File: src/rtl/result_drain.sv
// Drains rows of the result BRAM onto a one-lane-per-beat valid/ready stream.
// One row is read per ISSUE/CAPTURE pair and emitted lane 0 first.
module result_drain #(
  parameter int PE_COUNT   = 4,
  parameter int DATA_WIDTH = 32,
  parameter int BRAM_DEPTH = 1024,
  parameter int ADDR_WIDTH = $clog2(BRAM_DEPTH)
) (
  input  logic                           clk,
  input  logic                           rstn,
  input  logic                           start,
  input  logic [ADDR_WIDTH-1:0]          base_addr,
  input  logic [ADDR_WIDTH:0]            num_rows,
  output logic                           busy,
  output logic                           done,
  output logic                           bram_r_rd_en,
  output logic [ADDR_WIDTH-1:0]          bram_r_rd_addr,
  input  logic [PE_COUNT*DATA_WIDTH-1:0] bram_r_dout,
  output logic [DATA_WIDTH-1:0]          m_tdata,
  output logic                           m_tvalid,
  input  logic                           m_tready,
  output logic                           m_tlast
);

  localparam int LANE_W = (PE_COUNT > 1) ? $clog2(PE_COUNT) : 1;
  localparam int CNT_W  = ADDR_WIDTH + 1;

  typedef enum logic [2:0] {
    S_IDLE,
    S_ISSUE,
    S_CAPTURE,
    S_EMIT,
    S_DONE
  } state_t;

  state_t                state, state_next;
  logic [ADDR_WIDTH-1:0] row_ptr, row_ptr_next;
  logic [CNT_W-1:0]      remaining, remaining_next;
  logic [LANE_W-1:0]     lane, lane_next;
  logic [DATA_WIDTH-1:0] row_buf [PE_COUNT];
  logic                  capture_en;
  logic                  last_lane;
  logic                  last_row;
  logic [ADDR_WIDTH-1:0] row_ptr_inc;

  assign last_lane      = (lane == LANE_W'(PE_COUNT - 1));
  assign last_row       = (remaining == CNT_W'(1));
  assign bram_r_rd_addr = row_ptr;

  // Explicit wrap keeps non-power-of-two depths correct.
  assign row_ptr_inc = (row_ptr == ADDR_WIDTH'(BRAM_DEPTH - 1)) ? '0
                                                                : row_ptr + ADDR_WIDTH'(1);

  always_ff @(posedge clk) begin
    if (!rstn) begin
      state     <= S_IDLE;
      row_ptr   <= '0;
      remaining <= '0;
      lane      <= '0;
    end else begin
      state     <= state_next;
      row_ptr   <= row_ptr_next;
      remaining <= remaining_next;
      lane      <= lane_next;
    end
  end

  // The row buffer is loaded once per row, so a stalled beat never re-reads the BRAM.
  always_ff @(posedge clk) begin
    if (!rstn) begin
      for (int i = 0; i < PE_COUNT; i++) begin
        row_buf[i] <= '0;
      end
    end else if (capture_en) begin
      for (int i = 0; i < PE_COUNT; i++) begin
        row_buf[i] <= bram_r_dout[i*DATA_WIDTH +: DATA_WIDTH];
      end
    end
  end

  always_comb begin
    state_next     = state;
    row_ptr_next   = row_ptr;
    remaining_next = remaining;
    lane_next      = lane;
    capture_en     = 1'b0;
    busy           = 1'b1;
    done           = 1'b0;
    bram_r_rd_en   = 1'b0;
    m_tvalid       = 1'b0;
    m_tlast        = 1'b0;
    m_tdata        = '0;

    case (state)
      S_IDLE: begin
        busy = 1'b0;
        if (start) begin
          if (num_rows != '0) begin
            row_ptr_next   = base_addr;
            remaining_next = num_rows;
            state_next     = S_ISSUE;
          end else begin
            state_next = S_DONE;
          end
        end
      end

      S_ISSUE: begin
        bram_r_rd_en = 1'b1;
        state_next   = S_CAPTURE;
      end

      S_CAPTURE: begin
        capture_en = 1'b1;
        lane_next  = '0;
        state_next = S_EMIT;
      end

      S_EMIT: begin
        m_tvalid = 1'b1;
        m_tdata  = row_buf[lane];
        m_tlast  = last_lane && last_row;
        if (m_tready) begin
          if (last_lane) begin
            remaining_next = remaining - CNT_W'(1);
            row_ptr_next   = row_ptr_inc;
            lane_next      = '0;
            state_next     = last_row ? S_DONE : S_ISSUE;
          end else begin
            lane_next = lane + LANE_W'(1);
          end
        end
      end

      S_DONE: begin
        done       = 1'b1;
        state_next = S_IDLE;
      end

      default: begin
        state_next = S_IDLE;
      end
    endcase
  end

endmodule
File: config.mk
export PLATFORM = sky130hd
export DESIGN_NAME = result_drain
export DESIGN_NICKNAME = d
export VERILOG_FILES = /design/src/rtl/result_drain.sv
export SDC_FILE = /design/constraint.sdc
export NUM_CORES = 1
export LEC_CHECK = 0
export CAP_MARGIN = 0
export CORE_MARGIN = 5
export CORE_UTILIZATION = 45
export CTS_CLUSTER_DIAMETER = 40
export CTS_CLUSTER_SIZE = 24
export DETAILED_ROUTE_END_ITERATION = 16
export PLACE_DENSITY = 0.75
export SYNTH_ARGS = -nofsm -noshare
export SYNTH_HDL_FRONTEND = slang
export SYNTH_SLANG_ARGS = --single-unit
File: constraint.sdc
create_clock -name clk -period 18.2 [get_ports clk]
set_input_delay 1.82 -clock clk [delete_from_list [all_inputs] [get_ports clk]]
set_output_delay 1.82 -clock clk [all_outputs]
set_load 0.005 [all_outputs]
==> flow_summary.toml, run 1 <==
[yosys]
ys_ff_latch = 156
synth_cells = 575
syn_nets = 732
avgSynthCellArea_um2 = 13.14
synthArstFlopShare_pct = 0
synth_area_um2 = 7556
seq_area_frac_synth_pct = 58.29
synth_edf_count = 128
synth_top_area_cell = "edfxtp_1"
ys.flop_type = "edfxtp_1"
synthTopCellsByArea = "edfxtp_1, and2_1, mux4_2"
ys_types = 55
yosys.cell_count.top_type = "and2_1"
synth.top_cell.area_share_pct = 50.87
synthTopCellsByCount = "and2_1, edfxtp_1, nor2b_1"
yosys_warnings = 0

[sta]
holdWs_ns = 0.4981
rsz0062_at_grt = "false"
finalHoldViolations = 0
drv_slew = 0
tns_ns = 0
setup_ws_ns = 13.62
min_period_ns = 4.576
period_share_pct = 25.14
tightest_slew_ns = 1.089
max_freq_mhz = 218.5
final.setup_skew_ns = 0.006105
setup_viol = 0
max-slew-margin-rel_pct = 27.13

[clock_tree]
clk_path_buf_depth = 2
clockRootBuffer = "clkbuf_16"
cts_tree = "done"
clk_pin_slew_worst_paths_ns = 0.06
postCtsSetupRepairBufs = 0
cts_buffers = 17
cts_resized = 0
cts_hold_buf = 0
cts_sinks = 156
clk_latency_ns = 0.42
htreeDepth = 4

[min_path]
hold_end = "remaining[7]"
hold_path_class = "reg2reg"
whs_path_depth = 2
min-delay-start = "remaining[7]"

[global_route]
grt_max_degree = 129
grt_pass1_wl_um = 28210
grt_usage_pct = 18.32
antenna_found_initial = 0
grt_pass1_vias = 5502
overflow = 0

[placement]
pre_cts_ws_ns = 13.21
dp_cells = 959
gp_congestion = 0.8161
port_buffers = 199
hpwl_um = 12380

[power_and_ir_drop]
p_sw_uw = 200.9
internal_power_uw = 683.5
pwr-share-clk_pct = 38.7
vdd_drop_max_mv = 0.06293
p_sw_share_pct = 22.72
power.density_nw_per_um2 = 86.23
seqPwrFrac_pct = 48.7
power_frac_comb_pct = 12.6
p_leak_uw = 0.003638

[floorplanning]
start_util_pct = 45.73
die_h_um = 139.6
dieArea_um2 = 19480
die_w_um = 139.6
coreArea_um2 = 16520
num_rows = 47
pin_count = 200

[worst_setup_path]
cp-end-kind = "output pin"
cp.arrival_ns = 2.76
crit_chain = "nand3b_1, buf_4, inv_1, and3_1, clkdlybuf4s50_1"
crit_path_start_kind = "register"
cp_top_family = "buffers and inverters"
critical_path_class = "reg2out"
crit_fanout = 49
timing.critical_path.buf_inv = 3
critPathMaxStageDelay_ns = 0.63
crit_slowest_cell = "dfxtp_1"
cp.required_ns = 16.38
r2r_start = "state[0]"
r2r_end = "remaining[0]"
reg2regPathDepth = 5
r2r_setup_slack_ns = 15.90

[run_status]
status = "completed"

[detailed_routing]
ant_nets = 0
drt-initial-drc-count = 410
post_drt_wl_per_cell_um = 17.96
drt_wl_total_um = 17800
viasPerCell = 5.273
first_pass_iters = 4
drc = 0
vias = 5226

[final_layout]
synthToLayoutAreaGrowth_pct = 35.73
diodes = 0
nNetsFinal = 915
fin_util_pct = 62.07
finalNonFillerCells = 991
n_fill_cell = 1265
drive_gt1_share_pct = 13.36

[job]
cap_violations = 0
per-stage QoR:
step / instance area (µm²) / power (µW)
detailed placement: 9684 / 550.7
global placement: 9684 / 546.0
global route: 10260 / 920.0
finish: 10260 / 884.4
CTS: 10260 / 892.9
floorplan: 7556 / 502.7
cells by family after synthesis:
family,Yosys count,synth area share [%]
multiplexers,35,9.952
AND/OR/NAND/NOR,254,19.34
buffers and inverters,49,3.080
AO/OA/AOI/OAI,77,8.677
flip-flops,156,58.29
adder cells (fa/ha/maj),4,0.6624
flip-flops by register name, summed over array words and instances, names as in the netlist, named ones only:
signal          flops
bram_r_rd_addr     10
lane                2
remaining          11
row_buf           128
state               3
worst register-to-register path: stages (launching register included):
cell	delay (ns)
dfxtp_1	0.46
nor3_1	0.26
inv_1	0.15
o21ai_4	0.88
o21ai_0	0.23
and3_1	0.21
worst max path at each step:
| stage | to | startpoint | depth (start not counted) | slack [ns] |
|---|---|---|---|---|
| global route | row_buf[1][15] | rstn | 5 | 13.43 |
| finish | m_tlast | state[0] | 5 | 13.62 |
| detailed placement | row_buf[1][9] | rstn | 5 | 13.21 |
| CTS | m_tlast | state[0] | 5 | 13.62 |
| global placement | row_buf[1][2] | rstn | 5 | 13.29 |
| floorplan | row_buf[0][0] | state[2] | 2 | 7.86 |
layer usage:
layer  vias up  GRT usage, %  part of all wire, %
li1       2465             -                    -
met1      2543         22.68                   41
met2       197         31.02                   50
met3        21         6.106                  7.8
met4         0         4.895                  1.1
met5         -             0                    0
area by class of cell:
type	instances	area, µm²	share of cell area [%]
Inverter	8	30.03	0.2928
Clock inverter	14	142.6	1.391
Clock buffer	18	429.2	4.184
Timing Repair Buffer	205	2037	19.86
Multi-Input combinational cell	370	2935	28.62
Tap cell	220	275.3	2.684
Sequential cell	156	4407	42.97
layout by cell type (no fill, tap or decap), types with 2 or more instances in the layout:
master / instances
a21oi_1: 22
a21oi_2: 2
a22o_1: 2
a22oi_1: 3
and2_1: 129
and3_1: 2
buf_4: 6
bufinv_16: 2
clkbuf_16: 17
clkdlybuf4s50_1: 199
clkinv_2: 4
clkinvlp_4: 2
dfxtp_1: 26
dfxtp_2: 2
edfxtp_1: 128
ha_1: 4
inv_1: 8
inv_6: 4
mux2i_1: 2
mux4_2: 32
nand2_1: 22
nand2b_1: 4
nand3_1: 7
nor2_1: 31
nor2b_1: 33
nor3_1: 9
nor3_2: 4
nor4_1: 4
o211ai_2: 6
o21a_1: 2
o21ai_0: 13
o21ai_4: 2
o31ai_2: 6
o32ai_2: 3
or3_1: 2
power by group through the flow:
| stage | Combinational, µW | Sequential (µW) | Clock (µW) |
|---|---|---|---|
| after floorplan | 61.2 | 442 | 0 |
| after global placement | 110 | 436 | 0 |
| after detailed placement | 112 | 439 | 0 |
| after CTS | 113 | 431 | 349 |
| after global routing | 121 | 434 | 365 |
| final | 111 | 431 | 342 |
No activity file was read; power rests on OpenSTA's default activity.
==> inputs of run 2 (changes only) <==
--- a/config.mk
+++ b/config.mk
@@ -7,11 +7,11 @@
 export LEC_CHECK = 0
 export CAP_MARGIN = 0
 export CORE_MARGIN = 5
-export CORE_UTILIZATION = 45
+export CORE_UTILIZATION = 44
 export CTS_CLUSTER_DIAMETER = 40
 export CTS_CLUSTER_SIZE = 24
 export DETAILED_ROUTE_END_ITERATION = 16
-export PLACE_DENSITY = 0.75
+export PLACE_DENSITY = 0.76
 export SYNTH_ARGS = -nofsm -noshare
 export SYNTH_HDL_FRONTEND = slang
 export SYNTH_SLANG_ARGS = --single-unit
==> constraint.sdc (replaced) <==
create_clock -name clk -period 3.8 [get_ports clk]
set_input_delay 0.38 -clock clk [delete_from_list [all_inputs] [get_ports clk]]
set_output_delay 0.38 -clock clk [all_outputs]
set_load 0.005 [all_outputs]
==> run 2 against run 1 <==
Net effect:
- global-route usage is 0.20 points higher
- worst hold slack better by 0.0069 ns
- sequential share of layout area shrank 0.45 points
- critical endpoint is now m_tdata[21]
- largest power group unchanged
==> flow_summary.toml, run 2 (synthesis gave the netlist of run 1 again) <==
[run_status]
status = "completed"

[global_route]
grt_max_degree = 79
grt_pass1_wl_um = 28660
grt_usage_pct = 18.52
antenna_found_initial = 1
overflow = 0
grt_pass1_vias = 5558

[sta]
final.setup_skew_ns = 0.008299
setup_viol = 0
max-slew-margin-rel_pct = 20.14
finalHoldViolations = 0
max_freq_mhz = 334.1
setup_ws_ns = 0.8069
tightest_slew_ns = 1.193
holdWs_ns = 0.5049
min_period_ns = 2.993
drv_slew = 0
tns_ns = 0
rsz0062_at_grt = "false"
period_share_pct = 78.77

[final_layout]
drive_gt1_share_pct = 14.29
nNetsFinal = 921
multiInputGateArea_um2 = 2935
n_fill_cell = 1349
regArea_um2 = 4407
final_cell_mix = "clkdlybuf4s50_1, and2_1, edfxtp_1, nor2b_1, mux4_2"
diodes = 0
top_register = "row_buf"
design_area_um2 = 10360
largest_register_ff_count = 128
synthToLayoutAreaGrowth_pct = 37.16
mostFrequentLayoutCell = "clkdlybuf4s50_1"

[floorplanning]
die_w_um = 141.0
start_util_pct = 44.30
num_rows = 48
die_h_um = 141.0
pin_count = 200
coreArea_um2 = 17060
dieArea_um2 = 19890

[detailed_routing]
viasPerCell = 5.180
vias = 5190
drc = 0
ant_nets = 0
drt-initial-drc-count = 342
drt_wl_total_um = 18070
first_pass_iters = 5
post_drt_wl_per_cell_um = 18.03

[worst_setup_path]
cp-end-kind = "output pin"
cp.required_ns = 3.42
crit_fanout = 26
critical_path_class = "reg2out"
crit_path_start_kind = "register"
cp.arrival_ns = 2.61

[placement]
hpwl_um = 12940
pre_cts_ws_ns = 1.104
placed_cell_area_um2 = 9761
port_buffers = 199
gp_congestion = 0.8125

[clock_tree]
clockRootBuffer = "clkbuf_16"
cts_hold_buf = 0
clk_path_buf_depth = 2
clk_latency_ns = 0.42
cts_buffers = 17
cts_resized = 0
postCtsSetupRepairBufs = 0
htreeDepth = 4
clk_pin_slew_worst_paths_ns = 0.06
cts_sinks = 156
cts_tree = "done"

[power_and_ir_drop]
power.density_nw_per_um2 = 419.5
power_uw = 4347
vdd_drop_max_mv = 0.3060
p_leak_uw = 0.003690

[min_path]
hold_path_class = "reg2reg"

[job]
cap_violations = 0
## run 2: layout make-up
type	count	share of cell area, %
multi-input cells	370	28.32
repair buffers	211	20.33
inverters	8	0.2897
clock inverters	15	1.714
flip-flops and latches	156	42.52
clock buffers	17	4.105
well taps	225	2.716
## run 2: stage by stage
stage	cells	util, %
after floorplan	575	-
after detailed placement	970	57.23
after global routing	1002	60.76
final	1002	60.76
after global placement	970	57.23
after CTS	1002	60.76
## run 2: worst max-delay path: stages, from the launching register on
cell and delay, ns:
dfxtp_1 0.48, nand3b_1 0.49, buf_4 0.44, nor2b_1 0.23, clkdlybuf4s50_1 0.54
## run 2: path summary, 6_finish.rpt
check | slack, ns | startpoint | endpoint | depth (start not counted)
worst min-delay path | 0.50 | remaining[1] | remaining[1] | 2
worst max-delay path | 0.81 | state[1] | m_tdata[21] | 4
worst max register to register | 1.25 | state[1] | row_buf[1][12] | 3
worst min register to register | 0.50 | remaining[1] | remaining[1] | 2
## run 2: power breakdown
group / internal, µW / total, µW / leakage, µW / switching (µW)
sequential: 2000 / 2060 / 0.00158 / 60.5
combinational: 311 / 552 / 0.00182 / 241
clock: 996 / 1730 / 0.000293 / 737
total: 3310 / 4350 / 0.00369 / 1040
## run 2: layer usage
layer | routed length [µm] | global-route usage (%)
met5 | 13 | 0
met4 | 385 | 6.170
met3 | 1487 | 6.106
met2 | 8626 | 29.99
met1 | 7556 | 23.60
